===== src/rtl/spi_miso_serializer.sv =====
// MISO transmit path for the SPI slave. A one-entry hold buffer feeds an MSB-first
// shift register that drives one bit per clock during the read-data phase.
module spi_miso_serializer #(
    parameter int unsigned DATA_W = 8
) (
    input  logic              clk,
    input  logic              rst,
    input  logic              ss_n,
    input  logic              tx_start,
    input  logic [DATA_W-1:0] tx_data,
    input  logic              tx_valid,
    output logic              miso,
    output logic              miso_oe,
    output logic              tx_busy,
    output logic              tx_done,
    output logic              buf_full,
    output logic              tx_udr,
    output logic              tx_ovr
);

    localparam int unsigned CNT_W = (DATA_W > 1) ? $clog2(DATA_W) : 1;
    localparam logic [CNT_W-1:0] LAST = CNT_W'(DATA_W - 1);

    localparam logic [0:0] StIdle  = 1'b0;
    localparam logic [0:0] StShift = 1'b1;

    logic [0:0]        state_q, state_d;
    logic [CNT_W-1:0]  cnt_q, cnt_d;
    logic [DATA_W-1:0] sh_q, sh_d;
    logic [DATA_W-1:0] buf_q, buf_d;
    logic              full_q, full_d;
    logic              miso_q, miso_d;
    logic              done_q, done_d;
    logic              udr_q, udr_d;
    logic              ovr_q, ovr_d;

    logic              start_ok;
    logic              drain;
    logic              bypass;
    logic [DATA_W-1:0] word;

    // A start is also accepted on the edge that retires the last bit, so words run gap-free.
    assign start_ok = !ss_n && tx_start &&
                      ((state_q == StIdle) || (cnt_q == LAST));
    assign drain    = start_ok && full_q;
    assign bypass   = start_ok && !full_q && tx_valid;
    assign word     = full_q ? buf_q : (tx_valid ? tx_data : '0);

    always_comb begin
        state_d = state_q;
        cnt_d   = cnt_q;
        sh_d    = sh_q;
        miso_d  = 1'b0;
        buf_d   = buf_q;
        full_d  = full_q;

        if (ss_n) begin
            state_d = StIdle;
            cnt_d   = '0;
        end else if (start_ok) begin
            state_d = StShift;
            cnt_d   = '0;
            miso_d  = word[DATA_W-1];
            sh_d    = word << 1;
        end else if (state_q == StShift) begin
            if (cnt_q == LAST) begin
                state_d = StIdle;
                cnt_d   = '0;
            end else begin
                cnt_d  = cnt_q + CNT_W'(1);
                miso_d = sh_q[DATA_W-1];
                sh_d   = sh_q << 1;
            end
        end

        done_d = (state_d == StShift) && (cnt_d == LAST);
        udr_d  = start_ok && !full_q && !tx_valid;
        ovr_d  = tx_valid && full_q && !drain;

        // A bypassed word goes straight to the shifter and never occupies the buffer.
        if (tx_valid && !bypass) begin
            buf_d  = tx_data;
            full_d = 1'b1;
        end else if (drain) begin
            full_d = 1'b0;
        end
    end

    always_ff @(posedge clk) begin
        if (rst) begin
            state_q <= StIdle;
            cnt_q   <= '0;
            sh_q    <= '0;
            buf_q   <= '0;
            full_q  <= 1'b0;
            miso_q  <= 1'b0;
            done_q  <= 1'b0;
            udr_q   <= 1'b0;
            ovr_q   <= 1'b0;
        end else begin
            state_q <= state_d;
            cnt_q   <= cnt_d;
            sh_q    <= sh_d;
            buf_q   <= buf_d;
            full_q  <= full_d;
            miso_q  <= miso_d;
            done_q  <= done_d;
            udr_q   <= udr_d;
            ovr_q   <= ovr_d;
        end
    end

    assign miso     = miso_q;
    assign miso_oe  = (state_q == StShift);
    assign tx_busy  = (state_q == StShift);
    assign tx_done  = done_q;
    assign buf_full = full_q;
    assign tx_udr   = udr_q;
    assign tx_ovr   = ovr_q;

endmodule


===== config.mk =====
export PLATFORM = sky130hd
export DESIGN_NAME = spi_miso_serializer
export DESIGN_NICKNAME = d
export VERILOG_FILES = /design/src/rtl/spi_miso_serializer.sv
export SDC_FILE = /design/constraint.sdc
export NUM_CORES = 1
export LEC_CHECK = 0
export ABC_AREA = 1
export CAP_MARGIN = 0
export CORE_UTILIZATION = 40
export DETAILED_ROUTE_END_ITERATION = 6
export PLACE_DENSITY_LB_ADDON = 0.2
export SYNTH_ARGS = -nofsm -noshare
export SYNTH_HDL_FRONTEND = slang
export SYNTH_SLANG_ARGS = --single-unit

===== constraint.sdc =====
create_clock -name clk -period 2.1 [get_ports clk]
set_clock_uncertainty 0.1 [all_clocks]
set_input_delay 0.63 -clock clk [delete_from_list [all_inputs] [get_ports clk]]
set_output_delay 0.63 -clock clk [all_outputs]
set_load 0.02 [all_outputs]

==> metrics <==
status=finished, final reports clean; first-pass GRT wire length=4570 um; Syn Nets=190; worst-path fanout max=3; Slew Viols, Final=0; GRT Util Overall=17.4%; CTS Buf Count=3; synthesis-stage register bit count=24; crit-path cells=clkdlybuf4s50_1; Starting Density=43.5%; clock sinks=24; setup TNS=0 ns; worst min-delay path category=register to register; Die Width=57.5 um; RD Place Congestion=0.805; initial antenna violation count=0; Area contributors post-synth=dfxtp_1 39%, nand2_1 10%, inv_1 7.9%, nand3_1 6.9%, nand4_1 6.6%; Clock transition at path regs=0.13 ns; Final Hold Vio Count=0; Synth top area share=39.0%; Max clock buf depth=2; number of global-route vias before repair=1090; Clk Latency, worst-skew pair=0.32 ns; Rows=19; cell count after synthesis=175; Final Util=52.5%; final worst-path cycle share=98.3%; drt pass-1 iters=4; PnR worst setup slack=0.0363 ns; Worst slew margin=83.8%; Nets=211; max incr delay on CP=0.62 ns; vias per inst=4.91; CTS Root Cell=clkbuf_4; Synth Area in Compound Gates=7.52%; Worst setup EP type=output port; asr flop ratio synth=0%; core area=2830 um2; Worst setup SP type=register; Peak VDD IR=0.374 mV; fmax=485 MHz; P_leak=0.000703 uW; Worst Tran Pin Value=0.242 ns; Yosys cell types=24; fin crit period=2.06 ns; Main synth FF type=dfxtp_1; drt total wl=2550 um; layout cells sized above 1=11.3%; main combinational cell family by area after synthesis=simple AND/OR/NAND/NOR gates; PortBufs=19; xor-xnor portion of the synthesized cell area=0%; CP max-delay cell=clkdlybuf4s50_1; kind of critical path=register to output port; HPWL Detailed=1980 um; Antenna Cells=0; TritonCTS clock tree=yes; unrepaired setup endpoints after global routing=no; I/O pins=20; CP bufs+invs=1; commonest non-fill, non-tap cell in the layout=nand2_1; Syn-to-layout area delta=20.5%; post-synth top area cell=dfxtp_1; WP data required=1.37 ns; depth of the CTS H-tree=1; Tot Pwr=900 uW; DRC viols=0; Die Y=57.5 um; full die area=3300 um2; synth warn=0; syn_area_per_cell=7.04 um2; Post-synth EDFFs=0; CTS Hold Bufs=0; via count=1109; post-synthesis adder-cell area fraction=2.03%; Simple-Gate Fraction of Synth Area=37.7%; post-DR wirelength/cell=11.3 um; crit-path leading delay family=buffers and inverters; mux cell area share after synthesis=0%; commonest cells after routing, fill and taps aside=33 x nand2_1, 26 x inv_1, 24 x dfxtp_1, 19 x nor2_1, 18 x clkdlybuf4s50_1; starting DRC count in detailed routing=63; Post-Syn Area=1230 um2; Power Dens Cells=607 nW/um2; critical path arrival=1.33 ns; Seq/Total Area, Yosys=39.0%; antenna viol nets, final=0; Final Setup Violations=0; total grt overflow=0; Max Cap Viol=0; largest net degree at the start of global routing=20; pre-CTS WS=0.0712 ns
==> cell type report <==
class                           count  area (um2)
Clock buffer                        4        36.3
Fill cell                         268        1350
Inverter                           27         101
Multi-Input combinational cell    114         582
Sequential cell                    24         480
Tap cell                           31        38.8
Timing Repair Buffer               26         245
==> metrics by stage <==
step	hold WS [ns]	cell area (um2)	cells
final	0.375	1480	226
after global routing	0.403	1480	226
after CTS	0.373	1480	226
after detailed placement	0.355	1450	222
after global placement	0.349	1450	222
after floorplan	0.339	1230	175
==> cells by family after synthesis <==
logic type | count (synthesis)
buf+inv | 37
fa+ha+maj | 2
simple gates | 94
compound gates | 18
flops | 24
==> path summary, 6_finish.rpt <==
check             depth (start not counted)                   end  slack (ns)            startpoint
setup / recovery                          1               miso_oe        0.04    miso_oe$_SDFF_PP0_
hold / removal                            2  sh_q[1]$_SDFFE_PP0P_        0.37  sh_q[1]$_SDFFE_PP0P_
setup reg to reg                         10  sh_q[7]$_SDFFE_PP0P_        0.40   cnt_q[0]$_SDFF_PP0_
hold reg to reg                           2  sh_q[1]$_SDFFE_PP0P_        0.37  sh_q[1]$_SDFFE_PP0P_
==> repair_timing <==
action | 4_1_cts | 5_1_grt
setup endpoints to repair | 0 | 2
endpoints found under the hold margin | 0 | 0
setup buffers | 0 | 0
resized for setup | 0 | 1
==> where the power goes <==
part	switching, uW	internal, uW	total (uW)
Clock	144	106	250
Combinational	93.7	68.7	162
Sequential	10.2	478	488
==> synthesized netlist by cell type (2+ instances only) <==
cell type / n
buf_2: 3
ha_1: 2
buf_6: 3
nor2_1: 19
clkbuf_1: 3
nand3_1: 17
nand2_2: 4
inv_1: 26
a21oi_1: 16
nand4_1: 13
dfxtp_1: 24
nand2_1: 33
==> sequential cells by signal (all words and copies together) (netlist names) <==
register  cells
tx_ovr        1
miso_oe       1
sh_q          7
tx_udr        1
buf_full      1
miso          1
tx_done       1
buf_q         8
cnt_q         3
==> per-layer routing <==
| metal | wire (um) | part of all wire [%] | GRT usage (%) | vias to the layer above |
|---|---|---|---|---|
| li1 | - | - | - | 597 |
| met1 | 1250 | 49 | 23.3 | 485 |
| met2 | 1180 | 46 | 27.7 | 25 |
| met3 | 94 | 3.7 | 2.49 | 2 |
| met4 | 18 | 0.71 | 7.67 | 0 |
| met5 | 0 | 0 | 0 | - |
No activity file was read; power rests on OpenSTA's default activity.
